$ cat src/rtl/wallace_mac_seq.sv
// Sequential multiply-accumulate around a 4x4 Wallace-tree multiplier.
// Operand pairs arrive over valid/ready and are registered into the multiplier.
// Each product is added to a wide accumulator one clock after its accept.
// After BEAT_COUNT products the sum is held on a valid/ready result port.

// 4x4 unsigned Wallace-tree multiplier: one 3:2 layer on the partial-product
// columns, a second 3:2 layer on the resulting rows, then a carry-propagate add.
module wallace_multiplier (
  input  logic [3:0] A,
  input  logic [3:0] B,
  output logic [7:0] P
);

  logic [3:0] pp [4];
  logic       s1, c1, s2, c2, s3, c3, s4, c4, s5, c5;
  logic [6:0] row_a, row_b, row_c, maj;
  logic [7:0] sum_row, carry_row;

  function automatic logic [1:0] fa(input logic x, input logic y, input logic z);
    return {(x & y) | (x & z) | (y & z), x ^ y ^ z};
  endfunction

  function automatic logic [1:0] ha(input logic x, input logic y);
    return {x & y, x ^ y};
  endfunction

  // Partial products: pp[i][j] = A[j] & B[i], weight i+j
  always_comb begin
    for (int i = 0; i < 4; i++) begin
      pp[i] = A & {4{B[i]}};
    end
  end

  assign {c1, s1} = ha(pp[0][1], pp[1][0]);
  assign {c2, s2} = fa(pp[0][2], pp[1][1], pp[2][0]);
  assign {c3, s3} = fa(pp[0][3], pp[1][2], pp[2][1]);
  assign {c4, s4} = fa(pp[1][3], pp[2][2], pp[3][1]);
  assign {c5, s5} = ha(pp[2][3], pp[3][2]);

  // Three rows left after the column layer; pp[3][0] passes straight through.
  assign row_a = {pp[3][3], s5, s4, s3, s2, s1, pp[0][0]};
  assign row_b = {c5, c4, c3, c2, c1, 2'b00};
  assign row_c = {3'b000, pp[3][0], 3'b000};

  assign maj       = (row_a & row_b) | (row_a & row_c) | (row_b & row_c);
  assign sum_row   = {1'b0, row_a ^ row_b ^ row_c};
  assign carry_row = {maj, 1'b0};
  assign P         = sum_row + carry_row;

endmodule

module wallace_mac_seq #(
  parameter int BEAT_COUNT = 4,
  parameter int ACC_W      = 10
) (
  input  logic             clk,
  input  logic             rst_n,
  input  logic             in_valid,
  output logic             in_ready,
  input  logic [3:0]       a_in,
  input  logic [3:0]       b_in,
  output logic             out_valid,
  input  logic             out_ready,
  output logic [ACC_W-1:0] acc_out,
  output logic             acc_ovf,
  output logic             busy
);

  localparam int CNT_W = $clog2(BEAT_COUNT + 1);
  localparam logic [CNT_W-1:0] BEATS = CNT_W'(BEAT_COUNT);

  typedef enum logic [1:0] {IDLE, ACCUM, DRAIN, HOLD} state_t;

  state_t           state, next_state;
  logic [CNT_W-1:0] beat_cnt;
  logic [ACC_W-1:0] acc;
  logic             ovf;
  logic [3:0]       a_q, b_q;
  logic             p_vld;
  logic [7:0]       p;
  logic [ACC_W:0]   acc_sum;
  logic             accept, out_hs, last_beat;

  // Zero-extend both terms so the top bit of the result is the carry out.
  function automatic logic [ACC_W:0] acc_add(input logic [ACC_W-1:0] acc_v,
                                             input logic [7:0]       p_v);
    return {1'b0, acc_v} + (ACC_W+1)'(p_v);
  endfunction

  wallace_multiplier u_mult (
    .A (a_q),
    .B (b_q),
    .P (p)
  );

  assign accept    = in_valid && in_ready;
  assign out_hs    = out_valid && out_ready;
  assign last_beat = (beat_cnt == BEATS - CNT_W'(1));
  assign acc_sum   = acc_add(acc, p);

  // State register
  always_ff @(posedge clk or negedge rst_n) begin
    if (!rst_n) state <= IDLE;
    else        state <= next_state;
  end

  // Next-state logic; BEAT_COUNT==1 falls out of last_beat being true in IDLE
  always_comb begin
    next_state = state;
    unique case (state)
      IDLE:  if (accept) next_state = last_beat ? DRAIN : ACCUM;
      ACCUM: if (accept && last_beat) next_state = DRAIN;
      DRAIN: next_state = HOLD;
      HOLD:  if (out_hs) next_state = IDLE;
    endcase
  end

  // Output decode; the result port mirrors the accumulator in every state
  always_comb begin
    in_ready = ((state == IDLE) || (state == ACCUM)) && (beat_cnt < BEATS);
    busy     = (state != IDLE);
    acc_out  = acc;
    acc_ovf  = ovf;
  end

  // Registered out_valid, high exactly while in HOLD
  always_ff @(posedge clk or negedge rst_n) begin
    if (!rst_n) out_valid <= 1'b0;
    else        out_valid <= (next_state == HOLD);
  end

  // ---- stage p0: capture operands into the multiplier on accept ----
  always_ff @(posedge clk or negedge rst_n) begin
    if (!rst_n) begin
      a_q      <= '0;
      b_q      <= '0;
      p_vld    <= 1'b0;
      beat_cnt <= '0;
    end else begin
      p_vld <= accept;
      if (accept) begin
        a_q <= a_in;
        b_q <= b_in;
      end
      if (out_hs)      beat_cnt <= '0;
      else if (accept) beat_cnt <= beat_cnt + CNT_W'(1);
    end
  end

  // ---- stage p1: add the product one clock after its accept ----
  always_ff @(posedge clk or negedge rst_n) begin
    if (!rst_n) begin
      acc <= '0;
      ovf <= 1'b0;
    end else if (out_hs) begin
      acc <= '0;
      ovf <= 1'b0;
    end else if (p_vld) begin
      acc <= acc_sum[ACC_W-1:0];
      ovf <= ovf | acc_sum[ACC_W];
    end
  end

endmodule
$ cat config.mk
export PLATFORM = sky130hd
export DESIGN_NAME = wallace_mac_seq
export DESIGN_NICKNAME = d
export VERILOG_FILES = /design/src/rtl/wallace_mac_seq.sv
export SDC_FILE = /design/constraint.sdc
export NUM_CORES = 1
export LEC_CHECK = 0
export CAP_MARGIN = 10
export CORE_AREA = 2 2 61 63
export CTS_CLUSTER_DIAMETER = 40
export DETAILED_ROUTE_END_ITERATION = 7
export DIE_AREA = 0 0 63 65
export MAX_ROUTING_LAYER = met4
export PLACE_DENSITY = 0.75
export REMOVE_ABC_BUFFERS = 1
export SLEW_MARGIN = 20
export SYNTH_ARGS = -nofsm -noshare
export SYNTH_HDL_FRONTEND = slang
export SYNTH_HIERARCHICAL = 1
export SYNTH_SLANG_ARGS = --single-unit
$ cat constraint.sdc
create_clock -name clk -period 5.1 [get_ports clk]
set_input_delay 1.02 -clock clk [delete_from_list [all_inputs] [get_ports clk]]
set_output_delay 1.02 -clock clk [all_outputs]
set_load 0.01 [all_outputs]
==> impl_metrics.json <==
{
  "drt-total-wl_um": 3300,
  "die_w_um": 63,
  "fin_crit_sh": 0.747,
  "cp.required_ps": 5340,
  "syn_area_sq_mm": 0.00180,
  "rr_endpoint": "acc_ovf",
  "place.gp.congestion": 0.925,
  "holdPathStages": 1,
  "synth_seq_cells": 26,
  "io_pins": 26,
  "grt_pass1_wl_um": 5890,
  "p_leak_nw": 1.03,
  "gr-total-overflow": 0,
  "crit_type": "reg2reg",
  "track_usage": 0.186,
  "ys_seq_area_frac": 0.362,
  "maxCapViolations": 0,
  "drcViolationCount": 0,
  "r2r_setup_slack_ps": 1290,
  "crit_chain": "and2_1 -> fa_1 -> inv_1 -> fa_1 -> inv_1 -> ha_1 -> inv_1 -> fa_1 -> nand2b_1 -> a21oi_2 -> xor2_1 -> ha_1 -> a21oi_1 -> nand2_1 -> o221ai_1 -> nor2_1 -> o21a_1",
  "cts_setup_buffers": 0,
  "cp_slowest_stage_delay_ps": 450,
  "ir_drop_mv": 0.120,
  "swShare": 0.204,
  "cts_resized": 0,
  "tns_ps": 0,
  "crit_cells": 17,
  "synthCells": 179,
  "cp.arrival_ps": 4050,
  "diodes": 0,
  "max_freq_mhz": 263,
  "postCtsHoldBufs": 0,
  "antenna_found_initial": 0,
  "grt_pass1_vias": 1369,
  "drtAntennaViolNets": 0,
  "critical_path.reg2reg.startpoint": "a_q[2]",
  "avgRoutedWirePerCell_um": 13.2,
  "cp_slowest_cell": "dfrtp_1",
  "critical_path_buf_inv_count": 3,
  "dieArea_sq_mm": 0.00410,
  "start_util": 0.514,
  "cp-end-kind": "flip-flop",
  "timing.final.crit_period_ps": 3810,
  "grt_setup_unrepaired": "false",
  "hpwl_um": 2660,
  "power_frac_seq": 0.639,
  "cts-root-buf": "clkbuf_4",
  "port_buffers": 25,
  "hp-class": "reg2reg",
  "synth_top_area_share": 0.362,
  "p_sw_uw": 65.8,
  "slew_headroom": 0.614,
  "synthTopCellsByArea": "dfrtp_1 (36%), ha_1 (14%), fa_1 (6.7%), mux2_2 (5.0%), xnor2_1 (3.9%)",
  "hp-start": "acc_ovf",
  "p_clk_frac": 0.325,
  "skew_ps": 5.51,
  "nets": 241,
  "critPathMaxFanout": 5,
  "dieHeight_um": 65,
  "cts_made_buffers": 3,
  "powerDensity_mw_per_mm2": 153,
  "synth_cell_types": 31,
  "syn_avg_cell_area_sq_um": 10.0,
  "path_clk_slew_ps": 140,
  "h-tree-depth": 1,
  "pwr-share-comb": 0.036,
  "vias": 1322,
  "worstHoldEndpoint": "acc_ovf",
  "cts.sinks": 26,
  "tightest_slew_ps": 579,
  "syn2layout_area_growth_pct": 17.0,
  "placed_area_sq_mm": 0.00207,
  "grt_max_degree": 27,
  "p_int_uw": 257,
  "maxSlewViolCount": 0,
  "rows": 22,
  "dpl.cell_count": 246,
  "cts_max_path_buffers": 2,
  "reg2reg_depth": 17,
  "setup_viol": 0,
  "synth_top_cell_by_area": "dfrtp_1",
  "synth_warnings": 6,
  "clock_latency_ps": 330,
  "first_pass_iters": 4,
  "cts_tree": "yes",
  "drive_above_1_share": 0.0842,
  "stdcell_count": 250,
  "core_sq_mm": 0.00350,
  "path_delay_family": "adder cells",
  "hold_violations": 0,
  "drt_iter0_drc": 75,
  "layout.filler_cells": 312,
  "status": "finished clean",
  "final_area_sq_mm": 0.00210,
  "start_kind": "flip-flop",
  "viasPerCell": 5.29
}
-- per-layer routing --
metal | vias up | global-route usage | wire length (um)
li1 | 650 | - | -
met1 | 640 | 0.227 | 1490
met2 | 26 | 0.311 | 1660
met3 | 6 | 0.0243 | 89
met4 | 0 | 0.0778 | 54
met5 | - | - | 0
-- flip-flops by register name, summed over array words and instances, names as in the netlist --
register,cells
a_q,4
p_vld,1
beat_cnt,3
state,2
b_q,4
out_valid,1
acc_ovf,1
acc_out,10
-- cell families (layout without fill, tap and decap cells) --
logic type	Yosys count	in the layout	synth area share
AO/OA/AOI/OAI	31	31	0.114
buffers and inverters	20	43	0.0494
AND/OR/NAND/NOR	52	52	0.137
adder cells (fa/ha/maj)	26	26	0.206
multiplexers	12	12	0.0724
XOR/XNOR	12	12	0.0585
flip-flops	26	26	0.362
-- final cells by class --
| class | count | area, sq um | area share |
|---|---|---|---|
| inverter | 14 | 52.6 | 0.0250 |
| sequential | 26 | 651 | 0.310 |
| tap | 48 | 60.1 | 0.0286 |
| multi-input combinational | 133 | 1060 | 0.503 |
| clock buffer | 4 | 36.3 | 0.0173 |
| timing repair buffer | 25 | 245 | 0.117 |
-- layout by cell type, fill, tap and decap left out, types with 2 or more instances in the layout --
master	Yosys	layout
o211ai_1	2	2
mux2i_1	4	4
o21ai_0	6	6
a211oi_1	2	2
xor2_1	4	4
xnor2_1	8	8
a21o_1	3	3
clkdlybuf4s50_1	0	24
nand3b_1	2	2
nand2b_1	4	4
mux2_2	8	8
dfrtp_1	26	26
inv_1	14	14
nand2_1	16	16
o21a_1	3	3
a21oi_1	9	9
clkbuf_4	0	3
a21oi_2	2	2
ha_1	20	20
fa_1	6	6
nor2_1	16	16
and2_1	11	11
-- worst register-to-register path, stage by stage (launching register included) --
cell	delay, ps
dfrtp_1	450
and2_1	210
fa_1	430
inv_1	90
fa_1	410
inv_1	70
ha_1	160
inv_1	50
fa_1	390
nand2b_1	170
a21oi_2	130
xor2_1	190
ha_1	320
a21oi_1	140
nand2_1	60
o221ai_1	220
nor2_1	90
o21a_1	170
-- power by group through the flow --
stage	sequential (mW)	clock, mW	combinational [mW]
6_report	0.206	0.105	0.0116
5_1_grt	0.206	0.117	0.0131
4_1_cts	0.206	0.109	0.0120
3_5_place_dp	0.210	0	0.0121
3_3_place_gp	0.210	0	0.0121
2_1_floorplan	0.210	0	0.0000724
-- worst max-delay path by stage --
stage,start,to,slack (ps)
6_report,a_q[2],acc_ovf,1290
5_1_grt,a_q[2],acc_out[8],1040
4_1_cts,a_q[2],acc_ovf,1280
3_5_place_dp,b_q[0],acc_ovf,1320
3_3_place_gp,a_q[2],acc_ovf,1450
2_1_floorplan,a_q[2],acc_ovf,1570
-- Yosys cell counts --
library cell	number
ha_1	20
o211ai_1	2
o21a_1	3
o21ai_1	1
a21o_1	3
nand3b_1	2
o21ai_0	6
buf_2	2
a21oi_2	2
a211oi_1	2
buf_4	1
xnor2_1	8
buf_6	1
nor2b_1	1
mux2i_1	4
a21oi_1	9
mux2_2	8
or2_2	1
inv_1	14
dfrtp_1	26
nand3_1	1
o21bai_1	1
xor2_1	4
o32ai_2	1
nand2b_1	4
and2_1	11
nor2_1	16
o221ai_1	1
clkbuf_1	2
nand2_1	16
fa_1	6
-- through the flow --
stage,util,power (mW),setup WS (ps),hold WS (ps)
finish,0.601,0.323,1290,507
global route,0.601,0.336,1040,530
CTS,0.601,0.327,1280,514
detailed placement,0.591,0.222,1320,483
global placement,0.592,0.222,1450,475
floorplan,-,0.210,1570,472
(Power assumes the default switching activity.)
